### src/rtl/debug_pkg.sv
// Shared command/ack codes and controller state encoding for the
// host-facing debug controller.
package debug_pkg;

    localparam logic [7:0] CMD_RUN  = 8'h01;
    localparam logic [7:0] CMD_STEP = 8'h02;
    localparam logic [7:0] CMD_HALT = 8'h03;
    localparam logic [7:0] CMD_DUMP = 8'h04;

    localparam logic [7:0] ACK_STEP = 8'h02;
    localparam logic [7:0] ACK_HALT = 8'h03;
    localparam logic [7:0] ACK_DONE = 8'hDD;

    localparam logic [2:0] ACK_LEN  = 3'd1;
    localparam logic [2:0] WORD_LEN = 3'd4;

    typedef enum logic [2:0] {
        ST_HALTED,
        ST_RUN,
        ST_STEP,
        ST_ACK,
        ST_DUMP_ADDR,
        ST_DUMP_LATCH,
        ST_DUMP_SEND
    } state_e;

    // Acks reuse the word serializer: the code sits in the MSB lane.
    function automatic logic [31:0] ack_word(input logic [7:0] code);
        return {code, 24'h00_0000};
    endfunction

endpackage

### src/rtl/tx_word_serializer.sv
// Loads up to 4 bytes of a 32-bit word and emits them MSB first over a
// valid/ready byte channel; done flags the final handshake.
module tx_word_serializer (
    input  logic        clk,
    input  logic        rst,
    input  logic        load,
    input  logic [31:0] load_word,
    input  logic [2:0]  load_len,
    input  logic        tx_ready,
    output logic [7:0]  tx_data,
    output logic        tx_valid,
    output logic        done
);

    logic [31:0] shift_q, shift_d;
    logic [2:0]  remaining_q, remaining_d;
    logic        valid_q, valid_d;
    logic        fire;

    always_comb begin
        // NOTE: every always_comb output gets a default first so no path can infer a latch.
        shift_d     = shift_q;
        remaining_d = remaining_q;
        valid_d     = valid_q;
        fire        = valid_q & tx_ready;
        done        = fire && (remaining_q == 3'd1);
        if (load) begin
            shift_d     = load_word;
            remaining_d = load_len;
            valid_d     = 1'b1;
        end else if (fire) begin
            shift_d     = {shift_q[23:0], 8'h00};
            remaining_d = remaining_q - 3'd1;
            valid_d     = (remaining_q != 3'd1);
        end
    end

    // NOTE: sequential state uses non-blocking assignment so all flops update together.
    always_ff @(posedge clk) begin
        if (rst) begin
            shift_q     <= '0;
            remaining_q <= '0;
            valid_q     <= 1'b0;
        end else begin
            shift_q     <= shift_d;
            remaining_q <= remaining_d;
            valid_q     <= valid_d;
        end
    end

    assign tx_data  = shift_q[31:24];
    assign tx_valid = valid_q;

endmodule

### src/rtl/debug_unit_ctrl.sv
// Debug controller: decodes UART command bytes, gates pipeline advance and
// streams the GPRs (and optionally the PC) back to the host while halted.
module debug_unit_ctrl
    import debug_pkg::*;
#(
    parameter bit          DUMP_PC = 1'b1,
    parameter int unsigned CNT_W   = 32
) (
    input  logic             clk,
    input  logic             rst,
    input  logic [7:0]       rx_data,
    input  logic             rx_valid,
    output logic             rx_ready,
    output logic [7:0]       tx_data,
    output logic             tx_valid,
    input  logic             tx_ready,
    output logic             pipe_enable,
    output logic             debug_on,
    output logic [4:0]       debug_read_reg,
    input  logic [31:0]      debug_reg_data,
    input  logic [31:0]      pc_value,
    input  logic             prog_done,
    output logic [CNT_W-1:0] cycle_count
);

    localparam logic [5:0] LAST_INDEX = DUMP_PC ? 6'd32 : 6'd31;

    state_e           state_q, state_d;
    logic [5:0]       index_q, index_d;
    logic             pipe_enable_q, pipe_enable_d;
    logic             debug_on_q, debug_on_d;
    logic [4:0]       debug_read_reg_q, debug_read_reg_d;
    logic             rx_ready_q, rx_ready_d;
    logic [CNT_W-1:0] cycle_count_q, cycle_count_d;

    logic             ser_load;
    logic [31:0]      ser_word;
    logic [2:0]       ser_len;
    logic             ser_done;
    logic             rx_fire;
    logic             end_of_prog;

    assign rx_fire     = rx_valid & rx_ready_q;
    assign end_of_prog = prog_done & pipe_enable_q;

    always_comb begin
        state_d  = state_q;
        index_d  = index_q;
        ser_load = 1'b0;
        ser_word = '0;
        ser_len  = '0;
        unique case (state_q)
            ST_HALTED: begin
                if (rx_fire) begin
                    unique case (rx_data)
                        CMD_RUN:  state_d = ST_RUN;
                        CMD_STEP: state_d = ST_STEP;
                        CMD_HALT: begin
                            state_d  = ST_ACK;
                            ser_load = 1'b1;
                            ser_word = ack_word(ACK_HALT);
                            ser_len  = ACK_LEN;
                        end
                        CMD_DUMP: begin
                            state_d = ST_DUMP_ADDR;
                            index_d = '0;
                        end
                        default: ;
                    endcase
                end
            end
            ST_RUN: begin
                // End of program outranks a HALT arriving on the same edge.
                if (end_of_prog) begin
                    state_d  = ST_ACK;
                    ser_load = 1'b1;
                    ser_word = ack_word(ACK_DONE);
                    ser_len  = ACK_LEN;
                end else if (rx_fire && rx_data == CMD_HALT) begin
                    state_d  = ST_ACK;
                    ser_load = 1'b1;
                    ser_word = ack_word(ACK_HALT);
                    ser_len  = ACK_LEN;
                end
            end
            ST_STEP: begin
                state_d  = ST_ACK;
                ser_load = 1'b1;
                ser_word = ack_word(end_of_prog ? ACK_DONE : ACK_STEP);
                ser_len  = ACK_LEN;
            end
            ST_ACK: begin
                if (ser_done) state_d = ST_HALTED;
            end
            ST_DUMP_ADDR: state_d = ST_DUMP_LATCH;
            ST_DUMP_LATCH: begin
                // RF read data is valid here, one cycle after the address moved.
                state_d  = ST_DUMP_SEND;
                ser_load = 1'b1;
                ser_word = (index_q == 6'd32) ? pc_value : debug_reg_data;
                ser_len  = WORD_LEN;
            end
            ST_DUMP_SEND: begin
                if (ser_done) begin
                    if (index_q == LAST_INDEX) begin
                        state_d = ST_HALTED;
                        index_d = '0;
                    end else begin
                        state_d = ST_DUMP_ADDR;
                        index_d = index_q + 6'd1;
                    end
                end
            end
            default: state_d = ST_HALTED;
        endcase
    end

    // Outputs are registered from the next state so they line up with it.
    always_comb begin
        pipe_enable_d    = (state_d == ST_RUN) || (state_d == ST_STEP);
        rx_ready_d       = (state_d == ST_HALTED) || (state_d == ST_RUN);
        debug_on_d       = (state_d == ST_DUMP_ADDR) || (state_d == ST_DUMP_LATCH) ||
                           (state_d == ST_DUMP_SEND);
        debug_read_reg_d = index_d[4:0];
        cycle_count_d    = cycle_count_q;
        if (pipe_enable_q && (cycle_count_q != '1)) cycle_count_d = cycle_count_q + CNT_W'(1);
    end

    always_ff @(posedge clk) begin
        if (rst) begin
            state_q          <= ST_HALTED;
            index_q          <= '0;
            pipe_enable_q    <= 1'b0;
            debug_on_q       <= 1'b0;
            debug_read_reg_q <= '0;
            rx_ready_q       <= 1'b1;
            cycle_count_q    <= '0;
        end else begin
            state_q          <= state_d;
            index_q          <= index_d;
            pipe_enable_q    <= pipe_enable_d;
            debug_on_q       <= debug_on_d;
            debug_read_reg_q <= debug_read_reg_d;
            rx_ready_q       <= rx_ready_d;
            cycle_count_q    <= cycle_count_d;
        end
    end

    tx_word_serializer u_tx_ser (
        .clk       (clk),
        .rst       (rst),
        .load      (ser_load),
        .load_word (ser_word),
        .load_len  (ser_len),
        .tx_ready  (tx_ready),
        .tx_data   (tx_data),
        .tx_valid  (tx_valid),
        .done      (ser_done)
    );

    assign pipe_enable    = pipe_enable_q;
    assign debug_on       = debug_on_q;
    assign debug_read_reg = debug_read_reg_q;
    assign rx_ready       = rx_ready_q;
    assign cycle_count    = cycle_count_q;

endmodule

### config.mk
export PLATFORM = sky130hd
export DESIGN_NAME = debug_unit_ctrl
export DESIGN_NICKNAME = d
export VERILOG_FILES = /design/src/rtl/debug_pkg.sv /design/src/rtl/tx_word_serializer.sv /design/src/rtl/debug_unit_ctrl.sv
export SDC_FILE = /design/constraint.sdc
export NUM_CORES = 1
export LEC_CHECK = 0
export CAP_MARGIN = 30
export CORE_MARGIN = 2
export CORE_UTILIZATION = 49
export CTS_BUF_LIST = sky130_fd_sc_hd__clkbuf_8
export CTS_CLUSTER_DIAMETER = 80
export DETAILED_ROUTE_END_ITERATION = 10
export PLACE_DENSITY = 0.82
export SLEW_MARGIN = 10
export SYNTH_ARGS = -nofsm -noshare
export SYNTH_HDL_FRONTEND = slang
export SYNTH_SLANG_ARGS = --single-unit
### constraint.sdc
create_clock -name clk -period 2.7 [get_ports clk]
set_clock_uncertainty 0.15 [all_clocks]
set_input_delay 0.54 -clock clk [delete_from_list [all_inputs] [get_ports clk]]
set_output_delay 0.54 -clock clk [all_outputs]
set_load 0.02 [all_outputs]
==> reports/results.ini <==
[status]
status=finished clean

[final_layout]
finalNonFillerCells=722
multi_input_area_um2=2532
drive_gt1_share_pct=10.26
ff_latch_area_um2=1602
fillCellCount=694
layout_commonest_cell=clkdlybuf4s50_1
final_util_pct=68.22
layout_common_cells=clkdlybuf4s50_1 (124), dfxtp_1 (80), nor2_1 (55), mux2i_1 (41), nand2_1 (30)
nets=692
diodes=0
area_delta_synth_final_pct=35.51

[synthesis]
yosys-top-cells-area=dfxtp_1 (37%), mux2i_1 (9.4%), nor2_1 (4.7%), mux2_2 (4.4%), xnor2_1 (3.4%)
synth_warnings=0
syn_avg_cell_area_um2=8.827
synth.net_count=577
synth_edf_count=0
yosysUniqueCellTypes=51
syn-cell-area_um2=4369
netlist.top_cell.by_area=dfxtp_1
synth-async-reset-ratio_pct=0
synth_cells=495
synth_top_area_share_pct=36.66
ys.flop_type=dfxtp_1
synth_seq_cells=80
seq_area_frac_synth_pct=36.66

[die]
io_pins=126
core.rowCount=34
dieArea_um2=9688
core-area_um2=8678
die_w_um=98.43
start_util_pct=50.35
chipHeight_um=98.43

[global_route]
grt_use_total_pct=22.69
antenna_found_initial=0
grt_pass1_wl_mm=18.25
grt_pass1_vias=3867
grt_max_degree=35
grt_overflow_total=0

[job]
max-cap-violations=0

[critical_path]
worstSetupEndpointType=flip-flop
critical_path.endpoint=cycle_count[19]$_SDFFE_PP0P_
reg2reg_slack_ns=0.17
crit_required_ns=2.77
path_class=reg -> reg
worstSetupStartpointType=flip-flop
reg2reg_depth=6
cp.arrival_ns=2.59
rr_endpoint=cycle_count[19]$_SDFFE_PP0P_
crit_fanout=15
crit_start=cycle_count[11]$_SDFFE_PP0P_
r2r_start=cycle_count[11]$_SDFFE_PP0P_

[sta]
tightest_slew_ns=0.4933
fin_setup_tns_ns=0
finalHoldViolations=0
max_freq_ghz=0.3959
fin_crit_sh_pct=93.56
min_period_ns=2.526
finalSetupViolCount=0
holdWs_ns=0.3311
grt_setup_unrepaired=no
maxSlewViolCount=0
fin_ws_ns=0.1739
slew_headroom_pct=67.11

[clock_tree]
numCtsBuffers=9
insertion_delay_ns=0.35
htreeDepth=3
cts_resized=0
post_cts_buffers=0
ctsRootBufferMaster=clkbuf_8
cts_num_sinks=80
clock_path_buffers=2
hold_buffers=0
clk_pin_slew_ns=0.08
cts_tree=yes

[drt]
wl_per_cell_um=15.02
vias=4000
drc=0
vias_per_cell=5.540
drt_wl_total_mm=10.84
detail_route.first_pass.iterations=4
postRouteAntennaNets=0
drt_iter0_drc=203

[power]
cellPowerDensity_nw_per_um2=394.0
p_leak_nw=2.102
irDropWorstVdd_v=0.0002393

[place]
dp_hpwl_mm=8.212
preCtsSetupSlack_ns=0.1332
io_buffers=125
place.gp.congestion=0.9252
placed_cells=707

[hold_path]
hp-class=reg -> reg

## metrics by stage
stage	total power (W)	area, um2
2_1_floorplan	0.001264	4369
3_3_place_gp	0.001389	5700
3_5_place_dp	0.001392	5700
4_1_cts	0.002350	5921
5_1_grt	0.002417	5921
6_report	0.002333	5921
## sequential cells by signal, summed over array words and instances (netlist names)
register and cells:
cycle_count 32, u_tx_ser.shift_q 32, index_q 6, state_q 3
u_tx_ser.remaining_q 3, debug_on 1, pipe_enable 1, rx_ready 1
u_tx_ser.tx_valid 1
## synthesized netlist by cell type (2+ instances only)
library cell  number
nand4_1           10
o21ai_0           13
o31ai_1            4
o21ai_1            6
or2_2              2
and3_1             6
xor2_1             3
a21oi_1           28
a221oi_1           5
o22a_1            16
dfxtp_1           80
clkbuf_1          20
nor2_1            55
or3_1             16
o31ai_4            2
nor3_1             6
or4_1              4
buf_1              2
a211oi_1           7
buf_2              3
and4_1             5
and2_1             3
nand3_1           22
nor4_1             5
mux2_2            17
a31oi_1            4
xnor2_1           17
nor2b_1            8
a22oi_1            9
nand2_1           30
ha_1               5
mux2i_1           41
a2111oi_0          2
buf_4             14
inv_1              8
nor4_2             2
## worst min-delay path by stage
stage,from,to,cells past startpoint
finish,u_tx_ser.shift_q[24]$_SDFFE_PP0P_,u_tx_ser.shift_q[24]$_SDFFE_PP0P_,2
detailed placement,u_tx_ser.shift_q[24]$_SDFFE_PP0P_,u_tx_ser.shift_q[24]$_SDFFE_PP0P_,2
floorplan,u_tx_ser.shift_q[24]$_SDFFE_PP0P_,u_tx_ser.shift_q[24]$_SDFFE_PP0P_,2
global route,u_tx_ser.shift_q[24]$_SDFFE_PP0P_,u_tx_ser.shift_q[24]$_SDFFE_PP0P_,2
CTS,u_tx_ser.shift_q[24]$_SDFFE_PP0P_,u_tx_ser.shift_q[24]$_SDFFE_PP0P_,2
global placement,u_tx_ser.shift_q[24]$_SDFFE_PP0P_,u_tx_ser.shift_q[24]$_SDFFE_PP0P_,2
## where the power goes
part	internal (W)	total [W]	switching (W)
Clock	0.000562	0.000968	0.000407
Sequential	0.00118	0.00118	0.00000309
Combinational	0.000124	0.000180	0.0000565
Total	0.00187	0.00233	0.000466
## per-layer routing
| metal | vias up | track usage (%) | part of all wire [%] |
|---|---|---|---|
| met4 | 0 | 5.374 | 1.1 |
| met2 | 102 | 38.88 | 49 |
| li1 | 2040 | - | - |
| met5 | - | 0 | 0 |
| met1 | 1846 | 29.32 | 44 |
| met3 | 12 | 4.965 | 5.4 |
## cell families (layout without fill, tap and decap cells)
logic type / after synthesis / after routing / synth area share, %
muxes: 58 / 58 / 13.77
xor gates and xnor gates: 20 / 20 / 4.009
and+or+nand+nor: 180 / 180 / 21.62
adders and majority gates: 5 / 5 / 1.432
AOI/OAI and AO/OA: 104 / 104 / 16.92
DFF: 80 / 80 / 36.66
buffers and inverters: 48 / 167 / 5.584
## critical path, cell delays in order (launching register included)
cell and delay, ns:
dfxtp_1 0.47, nand4_4 0.20, or4_1 0.81, o311ai_4 0.34
buf_4 0.24, or3_1 0.13, a21oi_1 0.06
## cell type report
class,instances,share of cell area [%]
Inverter,8,0.5072
Sequential cell,80,27.05
Clock buffer,11,2.557
Clock inverter,4,1.162
Tap cell,108,2.282
Multi-Input combinational cell,367,42.77
Timing Repair Buffer,144,23.67
Power figures use the tool's default switching activity.
